`config.mk`:
```
export PLATFORM = sky130hd
export DESIGN_NAME = time_register_flat
export DESIGN_NICKNAME = d
export VERILOG_FILES = /design/src/rtl/time_register_if.sv /design/src/rtl/time_register.sv /design/src/flat_wrapper.sv
export SDC_FILE = /design/constraint.sdc
export NUM_CORES = 1
export LEC_CHECK = 0
export ABC_CLOCK_PERIOD_IN_PS = 2470
export CORE_AREA = 2 2 58 60
export CTS_CLUSTER_DIAMETER = 150
export CTS_CLUSTER_SIZE = 28
export DETAILED_ROUTE_END_ITERATION = 8
export DIE_AREA = 0 0 60 62
export PLACE_DENSITY = 0.75
export REMOVE_ABC_BUFFERS = 1
export SETUP_SLACK_MARGIN = 0.5
export SLEW_MARGIN = 0
export SYNTH_ARGS = -nofsm -noshare
export SYNTH_HDL_FRONTEND = slang
export SYNTH_SLANG_ARGS = --single-unit
```
`constraint.sdc`:
```
create_clock -name i_clk -period 2.47 [get_ports i_clk]
set_input_delay 0.6175 -clock i_clk [delete_from_list [all_inputs] [get_ports i_clk]]
set_output_delay 0.6175 -clock i_clk [all_outputs]
set_load 0.03 [all_outputs]
```
`src/rtl/time_register_if.sv`:
```
// rtl/time_register_if.sv - strobe/button inputs and time-of-day outputs of time_register
interface time_register_if;
  logic       i_1hz_stb;
  logic       i_slow_set_stb;
  logic       i_fast_set_stb;
  logic       i_set_hr;
  logic       i_set_min;
  logic [4:0] o_hours;
  logic [5:0] o_minutes;
  logic [5:0] o_seconds;
  logic       o_setting;

  modport master (
    output i_1hz_stb, i_slow_set_stb, i_fast_set_stb, i_set_hr, i_set_min,
    input  o_hours, o_minutes, o_seconds, o_setting
  );

  modport slave (
    input  i_1hz_stb, i_slow_set_stb, i_fast_set_stb, i_set_hr, i_set_min,
    output o_hours, o_minutes, o_seconds, o_setting
  );
endinterface

```
`src/rtl/time_register.sv`:
```
// rtl/time_register.sv - 24h time-of-day counter with press-and-hold slow/fast setting
module time_register #(
  parameter int FAST_HOLD = 4
) (
  input  logic           i_clk,
  input  logic           i_reset,
  time_register_if.slave bus
);

  localparam logic [1:0] ST_RUN      = 2'd0;
  localparam logic [1:0] ST_SET_SLOW = 2'd1;
  localparam logic [1:0] ST_SET_FAST = 2'd2;
  localparam logic [3:0] FAST_HOLD_C = 4'(FAST_HOLD);

  logic [1:0] state_q, state_d;
  logic [3:0] hold_q, hold_d;
  logic       sel_hr_q, sel_hr_d;
  logic [4:0] hours_q, hours_d;
  logic [5:0] minutes_q, minutes_d;
  logic [5:0] seconds_q, seconds_d;

  logic       sel_hr, sel_min, sel_any, sel_same;
  logic       step_en, step_hr;
  logic [3:0] hold_inc;

  assign sel_hr   = bus.i_set_hr & ~bus.i_set_min;
  assign sel_min  = bus.i_set_min & ~bus.i_set_hr;
  assign sel_any  = sel_hr | sel_min;
  // A swap from one button to the other in a single cycle must look like a release.
  assign sel_same = sel_hr_q ? sel_hr : sel_min;
  assign hold_inc = hold_q + 4'd1;

  always_comb begin
    state_d   = state_q;
    hold_d    = hold_q;
    sel_hr_d  = sel_hr_q;
    hours_d   = hours_q;
    minutes_d = minutes_q;
    seconds_d = seconds_q;
    step_en   = 1'b0;
    step_hr   = sel_hr_q;

    case (state_q)
      ST_RUN: begin
        if (sel_any) begin
          state_d   = ST_SET_SLOW;
          sel_hr_d  = sel_hr;
          hold_d    = 4'd0;
          seconds_d = 6'd0;
          step_en   = 1'b1;
          step_hr   = sel_hr;
        end else if (bus.i_1hz_stb) begin
          if (seconds_q == 6'd59) begin
            seconds_d = 6'd0;
            if (minutes_q == 6'd59) begin
              minutes_d = 6'd0;
              hours_d   = (hours_q == 5'd23) ? 5'd0 : hours_q + 5'd1;
            end else begin
              minutes_d = minutes_q + 6'd1;
            end
          end else begin
            seconds_d = seconds_q + 6'd1;
          end
        end
      end
      ST_SET_SLOW: begin
        if (!sel_same) begin
          state_d = ST_RUN;
          hold_d  = 4'd0;
        end else begin
          seconds_d = 6'd0;
          if (bus.i_slow_set_stb) begin
            step_en = 1'b1;
            hold_d  = hold_inc;
            if (hold_inc == FAST_HOLD_C) begin
              state_d = ST_SET_FAST;
            end
          end
        end
      end
      ST_SET_FAST: begin
        if (!sel_same) begin
          state_d = ST_RUN;
          hold_d  = 4'd0;
        end else begin
          seconds_d = 6'd0;
          step_en   = bus.i_fast_set_stb;
        end
      end
      default: begin
        state_d = ST_RUN;
        hold_d  = 4'd0;
      end
    endcase

    // Set steps wrap within their own field; minutes never carry into hours.
    if (step_en) begin
      if (step_hr) begin
        hours_d = (hours_q == 5'd23) ? 5'd0 : hours_q + 5'd1;
      end else begin
        minutes_d = (minutes_q == 6'd59) ? 6'd0 : minutes_q + 6'd1;
      end
    end
  end

  always_ff @(posedge i_clk) begin
    if (i_reset) begin
      state_q   <= ST_RUN;
      hold_q    <= 4'd0;
      sel_hr_q  <= 1'b0;
      hours_q   <= 5'd0;
      minutes_q <= 6'd0;
      seconds_q <= 6'd0;
    end else begin
      state_q   <= state_d;
      hold_q    <= hold_d;
      sel_hr_q  <= sel_hr_d;
      hours_q   <= hours_d;
      minutes_q <= minutes_d;
      seconds_q <= seconds_d;
    end
  end

  assign bus.o_hours   = hours_q;
  assign bus.o_minutes = minutes_q;
  assign bus.o_seconds = seconds_q;
  assign bus.o_setting = (state_q == ST_SET_SLOW) || (state_q == ST_SET_FAST);

endmodule

```
`src/flat_wrapper.sv`:
```
// flat-port wrapper written by rule: the top's interface ports become plain ports
module time_register_flat 
#(
  parameter int FAST_HOLD = 4
)
  (i_clk, i_reset, bus_i_1hz_stb, bus_i_slow_set_stb, bus_i_fast_set_stb, bus_i_set_hr, bus_i_set_min, bus_o_hours, bus_o_minutes, bus_o_seconds, bus_o_setting);
  time_register_if bus_i ();
  input  logic i_clk;
  input  logic i_reset;
  input wire logic [$bits(bus_i.i_1hz_stb)-1:0] bus_i_1hz_stb;
  input wire logic [$bits(bus_i.i_slow_set_stb)-1:0] bus_i_slow_set_stb;
  input wire logic [$bits(bus_i.i_fast_set_stb)-1:0] bus_i_fast_set_stb;
  input wire logic [$bits(bus_i.i_set_hr)-1:0] bus_i_set_hr;
  input wire logic [$bits(bus_i.i_set_min)-1:0] bus_i_set_min;
  output wire logic [$bits(bus_i.o_hours)-1:0] bus_o_hours;
  output wire logic [$bits(bus_i.o_minutes)-1:0] bus_o_minutes;
  output wire logic [$bits(bus_i.o_seconds)-1:0] bus_o_seconds;
  output wire logic [$bits(bus_i.o_setting)-1:0] bus_o_setting;
  assign bus_i.i_1hz_stb = bus_i_1hz_stb;
  assign bus_i.i_slow_set_stb = bus_i_slow_set_stb;
  assign bus_i.i_fast_set_stb = bus_i_fast_set_stb;
  assign bus_i.i_set_hr = bus_i_set_hr;
  assign bus_i.i_set_min = bus_i_set_min;
  assign bus_o_hours = bus_i.o_hours;
  assign bus_o_minutes = bus_i.o_minutes;
  assign bus_o_seconds = bus_i.o_seconds;
  assign bus_o_setting = bus_i.o_setting;
  time_register #(.FAST_HOLD(FAST_HOLD)) u_core (.i_clk(i_clk), .i_reset(i_reset), .bus(bus_i));
endmodule
```
==> impl_metrics.csv <==
group,metric,value,unit
outcome,outcome,"finished clean",
power,vdd_ir_drop_max,0.000216,V
detailed_routing,antenna_left,0,
worst_setup_path,slowest_delay,0.44,ns
worst_setup_path,path_delay_family,"simple AND/OR/NAND/NOR gates",
worst_setup_path,worst_ep_arrival_time,2.21,ns
timing,relSlewSlack,0.607,
detailed_routing,dr.pass1.iters,4,
timing,fmax,517,MHz
global_route,grt_antenna_before_repair,0,
worst_setup_path,crit_buf_inv,1,
synth,seq_area_frac_synth,0.321,
detailed_routing,wl,4.45,mm
detailed_routing,vias,1600,
synth,synth_most_common_cell,"dfxtp_1",
cts,cts_made_buffers,3,
worst_setup_path,critPathCaptureType,"register",
synth,syn_inst,175,
final_layout,syn_to_final_growth,43.0,%
cts,hold_buffers,0,
detailed_routing,route.met2.wl,2.24,mm
timing,drv_slew,0,
power,power.internal,0.000621,W
floorplan,start_util,0.471,
floorplan,core-area,0.00318,mm²
worst_setup_path,crit_path_top_delay_cell,"dfxtp_1",
detailed_routing,viasPerCell,5.93,
global_route,grt_max_degree,14,
detailed_routing,wl_per_cell,16.5,µm
worst_hold_path,worstHoldPathCells,2,
place,placed_cells_incl_taps,260,
worst_setup_path,worstPathCellList,"ha_1 -> nand2_1 -> nor3_2 -> a221oi_2 -> buf_4 -> or3_1 -> a21oi_1",
synth,synth.largest_area_cell,"dfxtp_1",
synth,async_flop_share,0,
cts,cts-root-buf,"clkbuf_4",
power,sw_frac_of_total,0.346,
detailed_routing,drc,0,
floorplan,die_y,62,µm
worst_setup_path,reg2reg_slack,0.54,ns
synth,synthTopCellsByArea,"dfxtp_1, ha_1, nor2_1, mux2i_1, a21oi_1",
global_route,overflow,0,
global_route,first_global_vias,1442,
final_layout,finalNonFillerCells,270,
cts,htreeDepth,1,
timing,grt_setup_unrepaired,"no",
cts,clkSlewWorstSetupHoldPaths,0.14,ns
timing,hold_viol_final,0,
floorplan,die_area,0.00372,mm²
worst_setup_path,start_kind,"register",
synth,synthTopCellsByCount,"dfxtp_1, nor2_1, nand2_1",
timing,finClkSkew,0.00793,ns
timing,min_period,1.93,ns
worst_setup_path,worstReg2RegEnd,"u_core.bus.o_hours[0]$_SDFF_PP0_",
power,power_frac_clock,0.196,
synth,ys_types,49,
timing,worst_pin_slew,0.587,ns
power,powerDensity,443,mW/mm²
synth,synth_seq_cells,24,
synth,synth_top_area_frac,0.321,
power,pwr-share-comb,0.361,
power,p_leak,0.919,nW
worst_setup_path,reg2reg_from,"u_core.bus.o_minutes[0]$_SDFF_PP0_",
job,cap_viol_max_count,0,
place,io_buffers,24,
cts,cts_max_path_buffers,2,
cts,cts_tree,"yes",
global_route,grt_pass1_wl,6.69,mm
final_layout,final_core_util,0.674,
synth,syn-cell-area,0.00150,mm²
synth,yosys_most_used_dff,"dfxtp_1",
detailed_routing,drt_iter0_drc,94,
cts,clock_latency,0.33,ns
synth,synth_edf_count,0,
global_route,grtUsageTotal,0.234,
worst_hold_path,hp-class,"reg -> reg",
final_layout,antennaDiodeCount,0,
worst_setup_path,cp_num_cells,7,
power,p_switching,0.000329,W
detailed_routing,wl_met1,1.85,mm
final_layout,nets,245,
worst_setup_path,path_class,"reg -> reg",
worst_setup_path,worst-path-max-fanout,6,
timing,setup_viol,0,
floorplan,die_x,60,µm
final_layout,drive_above_1_share,0.290,
worst_setup_path,cp_data_required_time,2.74,ns
worst_setup_path,ff2ff_path_depth,7,
detailed_routing,wl_met3,234,µm
worst_hold_path,hold_start,"u_core.bus.o_hours[0]$_SDFF_PP0_",
timing,timing.final.crit_share,0.783,
floorplan,num_rows,21,
power,p_seq_frac,0.443,
synth,avgSynthCellArea,8.57,µm²
synth,yosysWarnings,0,
place,dp_hpwl,2.78,mm
place,globalplace.congestion,0.850,
detailed_routing,topRoutingLayerUsed,"met4",
worst_hold_path,hold_end,"u_core.bus.o_hours[0]$_SDFF_PP0_",
floorplan,io_pins,25,
cts,clock_sinks,24,
## metal layers
layer	global-route usage	vias to the layer above
met1	0.308	764
met4	0.0667	0
met3	0.0311	13
li1	-	757
met5	0	-
met2	0.402	66
## worst reg2reg max path: cells and delay by family, from the launching register on
family	cells	cell delay, ns
AO/OA/AOI/OAI	2	0.24
adder cells (fa/ha/maj)	1	0.27
buffers and inverters	1	0.17
flip-flops	1	0.44
AND/OR/NAND/NOR	3	0.76
## what timing repair did
item / 4_1_cts / 5_1_grt
resized for setup: 49 / 24
endpoints found under the setup margin: 40 / 18
endpoints found under the hold margin: 0 / 0
pin swaps: 7 / 11
setup buffers: 3 / 3
gates cloned: 1 / 0
## cells in the final DEF, fill, tap and decap left out, types with 3 or more instances in the layout
cell type	netlist	routed
buf_4	1	22
dfxtp_1	24	20
dlygate4sd2_1	0	17
nor2_1	19	16
nand2_1	13	13
a21oi_1	10	10
nand3_1	10	10
o21ai_0	10	9
ha_1	12	7
mux2i_1	7	6
inv_2	0	4
nor2b_1	4	4
inv_1	8	3
nand3b_1	3	3
nor3_2	2	3
nor4_1	3	3
ha_4	0	3
clkbuf_4	0	3
dfxtp_2	0	3
## cell families after synthesis
logic type / Yosys count / share of synthesized area
AO/OA/AOI/OAI: 42 / 0.195
adder cells (fa/ha/maj): 12 / 0.100
buffers and inverters: 10 / 0.0275
flip-flops: 24 / 0.321
multiplexers: 8 / 0.0568
AND/OR/NAND/NOR: 79 / 0.300
## power by group through the flow
| stage | logic [W] | registers, W | clock network [W] |
|---|---|---|---|
| floorplan | 0.000131 | 0.000440 | 0 |
| global placement | 0.000262 | 0.000424 | 0 |
| detailed placement | 0.000268 | 0.000426 | 0 |
| CTS | 0.000291 | 0.000418 | 0.000185 |
| global route | 0.000370 | 0.000423 | 0.000195 |
| finish | 0.000343 | 0.000421 | 0.000186 |
## state kept, by name, summed over array words and instances (netlist names)
register and flops:
u_core.hold_q 4, u_core.bus.o_seconds 6, u_core.state_q 2, u_core.bus.o_hours 5, u_core.sel_hr_q 1, u_core.bus.o_minutes 6
## stage by stage
stage | area (µm²) | total power (W) | setup TNS, ns | setup WS [ns] | hold slack [ns]
6_report | 2140 | 0.000950 | 0 | 0.536 | 0.525
5_1_grt | 2140 | 0.000987 | 0 | 0.419 | 0.566
4_1_cts | 2050 | 0.000894 | 0 | 0.442 | 0.528
3_5_place_dp | 1910 | 0.000694 | -3.37 | -0.377 | 0.512
3_3_place_gp | 1910 | 0.000686 | -2.20 | -0.207 | 0.493
2_1_floorplan | 1490 | 0.000571 | 0 | 0.317 | 0.476
## area by class of cell
cell class	count	area (µm²)
tap	46	57.6
fill	259	1040
sequential	24	488
multi-input combinational	142	1140
clock buffer	3	22.5
timing repair buffer	47	400
inverter	8	32.5
## how the worst max path moves through the flow
stage,startpoint,slack [ns],end
final,u_core.bus.o_minutes[0]$_SDFF_PP0_,0.54,u_core.bus.o_hours[0]$_SDFF_PP0_
after global routing,u_core.bus.o_minutes[0]$_SDFF_PP0_,0.42,u_core.bus.o_hours[0]$_SDFF_PP0_
after detailed placement,bus_i_set_min,-0.38,u_core.bus.o_minutes[4]$_SDFF_PP0_
after floorplan,bus_i_set_min,0.32,u_core.bus.o_hours[4]$_SDFF_PP0_
after global placement,bus_i_set_min,-0.21,u_core.bus.o_hours[4]$_SDFF_PP0_
after CTS,u_core.state_q[1]$_SDFFE_PP0P_,0.44,bus_o_setting
Note: power is estimated with default switching activity, not from simulation.
